**src/rtl/gate_settle_cnt.sv**
```systemverilog
// Settle-interval counter: counts up while enabled, clears on demand and
// flags the cycle in which the count reaches SETTLE-1.
`timescale 1ns/1ps

module gate_settle_cnt #(
    parameter int SETTLE = 2
) (
    input  logic clk,
    input  logic rst_n,
    input  logic i_clr,
    input  logic i_en,
    output logic o_tc
);

    localparam logic [3:0] TC_VAL = 4'(SETTLE - 1);

    logic [3:0] r_cnt;

    // Count settle cycles; clear has priority over enable.
    always_ff @(posedge clk or negedge rst_n) begin
        if (!rst_n) begin
            r_cnt <= 4'd0;
        end else if (i_clr) begin
            r_cnt <= 4'd0;
        end else if (i_en) begin
            r_cnt <= r_cnt + 4'd1;
        end
    end

    assign o_tc = (r_cnt == TC_VAL);

endmodule

```
**config.mk**
```make
export PLATFORM = sky130hd
export DESIGN_NAME = gate_settle_cnt
export DESIGN_NICKNAME = d
export VERILOG_FILES = /design/src/rtl/gate_settle_cnt.sv
export SDC_FILE = /design/constraint.sdc
export NUM_CORES = 1
export LEC_CHECK = 0
export CAP_MARGIN = 20
export CORE_AREA = 2 2 39 41
export DETAILED_ROUTE_END_ITERATION = 8
export DIE_AREA = 0 0 41 43
export GPL_TIMING_DRIVEN = 0
export HOLD_SLACK_MARGIN = 0.08
export PLACE_DENSITY = 0.37
export SYNTH_ARGS = -nofsm -noshare
export SYNTH_HDL_FRONTEND = slang
export SYNTH_SLANG_ARGS = --single-unit
```
**constraint.sdc**
```tcl
create_clock -name clk -period 1.2 [get_ports clk]
set_input_delay 0.24 -clock clk [delete_from_list [all_inputs] [get_ports clk]]
set_output_delay 0.24 -clock clk [all_outputs]
set_load 0.01 [all_outputs]
```
---- Word-level counts from Yosys, hierarchy flattened ----
Index checks and enable logic that the tools add are counted.
Widths: inputs -> output; s select.
word-level totals
  register bits after elaboration ......... 4
  logic and storage cells ................. 6
  output and inout port bits .............. 1
cells by class
  reductions and logical operators ........ 1
  add/subtract/negate cells ............... 1
  muxes and demuxes ....................... 2
  equality and inequality tests ........... 1
operators by type and width
  operator             number
  $mux 4               2
  $add 4x1->4 const B  1
  $eq 4x1->1 const B   1
  $reduce_bool 2->1    1

---- Logic depth before layout (Yosys ltp) ----
Gate-level depths: netlist (run 1).
  depth after elaboration ................. 3
  gate-level depth with buffers ........... 4
  mapped depth without buffers ............ 4

---- Worst setup path after synthesis (run 1) ----
OpenSTA, ideal clock, no wires.
  path type ............................... register -> output
  start ................................... register r_cnt[1]
  end ..................................... output o_tc
  path buffers ............................ 0
  cell stages (with the launch flop) ...... 4
  slack ................................... 0.090 ns
  arrival time ............................ 0.870 ns
  cells stage by stage .................... dfrtp_1 inv_1 ha_1 nor3b_1
between the ends
  word-level cells in the longest chain between the ends .. 1
ends and longest elaborated chain
  item                    RTL line  text
  from (decl)             17        logic [3:0] r_cnt;
  from (signal assigned)  26        r_cnt <= r_cnt + 4'd1;
  $eq 4x1->1              30        assign o_tc = (r_cnt == TC_VAL);
  to (decl)               12        output logic o_tc
No other way between the ends.

---- Worst setup path in the final report (run 1) ----
  start ................................... register r_cnt[0]
  end ..................................... output o_tc
The elaborated chain is that of the path after synthesis.

==> results.json, run 1 <==
{
  "status": "finished, violations left",
  "violations": "negative setup slack",
  "power_density_nw_per_um2": 1135,
  "synth.area.top_cells": "dfrtp_1, ha_1, mux2_4",
  "critPathLaunch": "r_cnt[0]",
  "dieArea_um2": 1763,
  "cts_tree": "yes",
  "combPwrFrac_pct": 16.1,
  "drive_above_1_share_pct": 34.48,
  "critPathCaptureType": "primary output",
  "setup_ws_ns": -0.1211,
  "worstSkewPairLatency_ns": 0.23,
  "grt_pass1_wl_um": 676,
  "largest_reg_flops": 4,
  "switching_share_pct": 22.21,
  "final.min_clock_period_ns": 1.321,
  "die_y_um": 43,
  "seqPwrFrac_pct": 39.7,
  "yosysWarnings": 0,
  "final_area_um2": 325.3,
  "placeableCoreArea_um2": 1384,
  "grt.overflow.total": 0,
  "worstHoldPathType": "in -> async",
  "hold_buffers": 0,
  "finalHoldViolations": 0,
  "syn_to_final_growth_pct": 46.89,
  "seq_area_frac_synth_pct": 45.20,
  "post_drt_via_cell_ratio": 3.867,
  "r2r-start": "r_cnt[0]",
  "synth.largest_area_cell": "dfrtp_1",
  "period_share_pct": 110.1,
  "setup_tns_ns": -0.1211,
  "rows": 14,
  "numCtsBuffers": 3,
  "synth_area_um2": 221.5,
  "clockRootBuffer": "clkbuf_4",
  "rsz0062_at_grt": "yes",
  "setup_viol_count_final": 1,
  "fin_nets": 37,
  "first_iter_violations": 0,
  "clock_power_share_pct": 44.2,
  "regMostFlops": "r_cnt",
  "diodes": 0,
  "max_slew_margin_pct": 86.11,
  "routed_wl_um": 437,
  "cts-htree-levels": 1,
  "post_drt_wl_per_cell_um": 9.711,
  "start_util_pct": 16.00,
  "yosys_register_bits": 4,
  "crit_path_start_kind": "flip-flop",
  "crit_arrival_ns": 1.08,
  "crit_type": "reg -> out",
  "syn_nets": 26,
  "grt_start_max_net_pins": 7,
  "clk_pin_slew_ns": 0.04,
  "fin_skew_ns": 0.003977,
  "postRouteAntennaNets": 0,
  "syn_avg_cell_area_um2": 11.07,
  "routabilityCongestion": 0.6141,
  "syn_inst": 20,
  "max_cap_violations": 0,
  "worst_r2r_endpoint": "r_cnt[2]",
  "p_leak_uw": 0.0001579,
  "worst_slew_pin_slew_ns": 0.2081,
  "clock_sinks": 4,
  "hold_slack_ns": 0.2077,
  "fillers": 155,
  "p_int_uw": 287.3,
  "clockBufferDepth": 2,
  "max_freq_mhz": 757.0,
  "drc": 0,
  "antenna_found_initial": 0,
  "port_buffers": 4,
  "place_area_um2": 281.5,
  "rr_worst_depth": 4,
  "synth_top_area_share_pct": 45.20,
  "crit_required_ns": 0.96,
  "grt_usage_pct": 6.256,
  "die_w_um": 41,
  "via_count": 174,
  "path_max_fanout": 2,
  "grt_pass1_vias": 169,
  "slew_violations": 0,
  "p_total_uw": 369.3,
  "top_regs": "r_cnt: 4 flops",
  "regToRegSetupSlack_ns": 0.06,
  "dr.pass1.iters": 1,
  "synth_cell_types": 14,
  "switchingPower_uw": 82.02,
  "hpwl_um": 316.7,
  "ir_drop_uv": 355.2,
  "endpoint": "o_tc",
  "ios": 5
}
[worst max-delay path, cell delays in order (launching register included)]
cell	delay [ns]
dfrtp_1	0.38
ha_1	0.19
nor3b_2	0.15
buf_2	0.13
[cell usage after synthesis]
cell type  number
xnor2_1         1
ha_1            2
a21oi_1         2
nor2b_1         1
nor2_1          2
nor3b_1         1
nand2b_1        1
mux2_4          1
inv_1           1
or2b_1          1
nand3b_1        1
dfrtp_1         4
nand4_1         1
a21bo_2         1
[cells in the final DEF (no fill, tap or decap), drive strengths merged, types with 2 or more instances in the layout]
cell / n
dfrtp: 4
a21oi: 2
clkbuf: 3
ha: 2
nor2: 2
buf: 3
clkdlybuf4s50: 2
[cell families (layout without fill, tap and decap cells)]
family,after synthesis,count (layout),share of synthesized area [%]
mux,1,1,6.778
compound gates,3,3,9.040
flops,4,4,45.20
buf+inv,1,10,1.693
fa+ha+maj,2,2,11.30
xor+xnor,1,1,3.956
simple gates,8,8,22.04
[timing repair]
item,in CTS,in global routing
resized for setup,5,2
endpoints found under the setup margin,1,3
buffers inserted,2,0
[metrics by stage]
stage               std cells  setup WS, ns  util [%]
detailed placement         40       -0.3490     20.34
global placement           40       -0.3527     20.34
floorplan                  20       0.09032         -
finish                     45       -0.1211     23.51
global route               45       -0.1898     23.51
CTS                        45       -0.1276     23.06
[power by group through the flow]
stage | logic (uW) | registers, uW | clock network (uW)
final | 59.5 | 147 | 163
after global routing | 66.0 | 148 | 182
after CTS | 59.1 | 146 | 173
after detailed placement | 49.3 | 152 | 0
after global placement | 47.9 | 152 | 0
after floorplan | 22.2 | 150 | 0
[worst min-delay path by stage]
stage / to / slack, ns / cells past startpoint
2_1_floorplan: r_cnt[0] / -0.06 / 0
3_3_place_gp: r_cnt[3] / 0.44 / 1
3_5_place_dp: r_cnt[0] / 0.46 / 1
4_1_cts: r_cnt[0] / 0.21 / 1
5_1_grt: r_cnt[0] / 0.22 / 1
6_report: r_cnt[0] / 0.21 / 1
[cell type report]
class | count | area, um^2 | share of cell area, %
clock buffers | 3 | 22.52 | 6.923
well taps | 16 | 20.02 | 6.154
flip-flops and latches | 4 | 100.1 | 30.77
repair buffers | 6 | 52.55 | 16.15
inverters | 1 | 3.754 | 1.154
multi-input cells | 15 | 126.4 | 38.85
[metal layers]
metal  vias up  global-route usage, %  part of all wire, %
met3         0                  3.665                  7.1
li1         86                      -                    -
met4         0                  6.000                    0
met5         -                      0                    0
met1        85                  8.170                   45
met2         3                  6.563                   47
Note: power is estimated with default switching activity, not from simulation.
==> run 2: changes to the inputs <==
--- a/config.mk
+++ b/config.mk
@@ -11,7 +11,8 @@
 export DIE_AREA = 0 0 41 43
 export GPL_TIMING_DRIVEN = 0
 export HOLD_SLACK_MARGIN = 0.08
-export PLACE_DENSITY = 0.37
+export PLACE_DENSITY = 0.38
+export SETUP_SLACK_MARGIN = 0.05
 export SYNTH_ARGS = -nofsm -noshare
 export SYNTH_HDL_FRONTEND = slang
 export SYNTH_SLANG_ARGS = --single-unit
==> constraint.sdc (replaced) <==
create_clock -name clk -period 1.1 [get_ports clk]
set_input_delay 0.22 -clock clk [delete_from_list [all_inputs] [get_ports clk]]
set_output_delay 0.22 -clock clk [all_outputs]
set_load 0.01 [all_outputs]
==> run 2 against run 1 <==
The run still ends with negative setup slack left. Die area is the same. Power increased by 12%. Non-clock buffer count unchanged. Utilization up 2.3 points. Via count is 0.57% higher. Flip-flop and latch count unchanged. Critical path type unchanged. Largest cell class unchanged. Largest power group unchanged.
==> results.json, run 2 (synthesized netlist as in run 1, its figures left out) <==
{
  "status": "finished, violations left",
  "violations": "negative setup slack",
  "period_share_pct": 118.1,
  "worst_r2r_endpoint": "r_cnt[2]",
  "fin_skew_ns": 0.0003198,
  "setup_viol_count_final": 3,
  "regToRegSetupSlack_ns": -0.03,
  "via_count": 175,
  "crit_chain": "inv_2 -> ha_4 -> nor3b_2 -> buf_2",
  "die_w_um": 41,
  "routed_wl_um": 420,
  "drive_above_1_share_pct": 48.28,
  "largest_reg_flops": 4,
  "rsz0062_at_grt": "yes",
  "post-place-cells": 40,
  "max_slew_margin_pct": 84.97,
  "clockBufferDepth": 2,
  "ios": 5,
  "cts_tree": "yes",
  "cpPeakStageDelay_ns": 0.39,
  "rr_worst_depth": 4,
  "grt_start_max_net_pins": 7,
  "switching_share_pct": 23.07,
  "clock_sinks": 4,
  "final_cells": 45,
  "finalHoldViolations": 0,
  "crit_required_ns": 0.88,
  "ir_drop_uv": 503.2,
  "critPathCaptureType": "primary output",
  "dieArea_um2": 1763,
  "grt.overflow.total": 0,
  "dr.pass1.iters": 3,
  "combPwrFrac_pct": 18.0,
  "switchingPower_uw": 95.05,
  "fin_nets": 37,
  "crit_path_top_delay_cell": "dfrtp_1",
  "final.min_clock_period_ns": 1.299,
  "postRouteAntennaNets": 0,
  "hpwl_um": 295.1,
  "setup_tns_ns": -0.2361,
  "grt_pass1_vias": 212,
  "placeableCoreArea_um2": 1384,
  "first_iter_violations": 2,
  "crit_type": "reg -> out",
  "numCtsBuffers": 3,
  "clock_power_share_pct": 42.4,
  "endpoint": "o_tc",
  "max_freq_mhz": 769.5,
  "syn_to_final_growth_pct": 61.02,
  "fillers": 149,
  "rows": 14,
  "slew_violations": 0,
  "r2r-start": "r_cnt[0]",
  "grt_pass1_wl_um": 772,
  "setup_ws_ns": -0.1995,
  "final_cell_mix": "dfrtp_1, clkbuf_4",
  "clk_pin_slew_ns": 0.03,
  "hold_slack_ns": 0.1892,
  "critPathBufInv": 2,
  "diodes": 0,
  "cp_num_cells": 4,
  "max_cap_violations": 0,
  "worstSkewPairLatency_ns": 0.23,
  "path_max_fanout": 2,
  "p_int_uw": 316.9,
  "start_util_pct": 16.00,
  "top_regs": "r_cnt: 4 flops",
  "final_common_cell": "dfrtp_1",
  "power_density_nw_per_um2": 1155,
  "antenna_found_initial": 0,
  "seqPwrFrac_pct": 39.5,
  "worstHoldPathType": "in -> async",
  "pre_cts_ws_ns": -0.4228,
  "cts-htree-levels": 1,
  "final_core_util_pct": 25.77,
  "p_leak_uw": 0.0001510,
  "crit_path_start_kind": "flip-flop",
  "regMostFlops": "r_cnt",
  "crit_family": "flip-flops",
  "crit_arrival_ns": 1.08,
  "die_y_um": 43,
  "clockRootBuffer": "clkbuf_4",
  "post_drt_wl_per_cell_um": 9.333,
  "grt_usage_pct": 6.970,
  "post_drt_via_cell_ratio": 3.889,
  "port_buffers": 4,
  "worst_slew_pin_slew_ns": 0.2254,
  "critPathLaunch": "r_cnt[1]",
  "routabilityCongestion": 0.6265,
  "drc": 0
}
run 2: cell count changes in the layout (fill, tap and decap cells not counted), sizes merged:
cell | before | now
dlygate4sd2 | 0 | 1
dlymetal6s2s | 1 | 0
run 2: metal layers:
| layer | vias up | track usage (%) | part of all wire (%) |
|---|---|---|---|
| met5 | - | 0 | 0 |
| met4 | 0 | 8.000 | 4.0 |
| met1 | 80 | 7.869 | 45 |
| li1 | 88 | - | - |
| met3 | 2 | 2.094 | 7.6 |
| met2 | 5 | 9.063 | 43 |
run 2: how the worst min path moves through the flow:
stage	slack [ns]	start	endpoint	cells past startpoint
floorplan	-0.08	rst_n	r_cnt[0]	0
global placement	0.42	rst_n	r_cnt[3]	1
detailed placement	0.43	rst_n	r_cnt[3]	1
CTS	0.19	rst_n	r_cnt[0]	1
global route	0.20	rst_n	r_cnt[0]	1
finish	0.19	rst_n	r_cnt[0]	1
run 2: area by class of cell:
class,count,area [um^2],share of cell area (%)
multi-input combinational,15,161.4,45.26
timing repair buffer,6,48.80,13.68
inverter,1,3.754,1.053
clock buffer,3,22.52,6.316
sequential,4,100.1,28.07
tap,16,20.02,5.614
run 2: power by group through the flow:
| stage | clock, uW | combinational (uW) | sequential (uW) |
|---|---|---|---|
| 3_5_place_dp | 0 | 54.8 | 166 |
| 6_report | 175 | 74.4 | 163 |
| 5_1_grt | 187 | 85.0 | 163 |
| 3_3_place_gp | 0 | 52.8 | 166 |
| 2_1_floorplan | 0 | 25.4 | 164 |
| 4_1_cts | 186 | 66.7 | 160 |
run 2: timing repair:
| item | 4_1_cts | 5_1_grt |
|---|---|---|
| gates resized for setup | 8 | 5 |
| hold buffers | 0 | 0 |
| buffers inserted | 2 | 1 |
| endpoints found under the setup margin | 4 | 4 |
| pin swaps | 0 | 3 |
run 2: per-stage QoR:
| step | power (uW) | instance area [um^2] |
|---|---|---|
| 2_1_floorplan | 189.1 | 226.5 |
| 3_3_place_gp | 218.6 | 286.5 |
| 3_5_place_dp | 220.6 | 286.5 |
| 4_1_cts | 412.0 | 327.8 |
| 5_1_grt | 435.5 | 356.6 |
| 6_report | 411.9 | 356.6 |
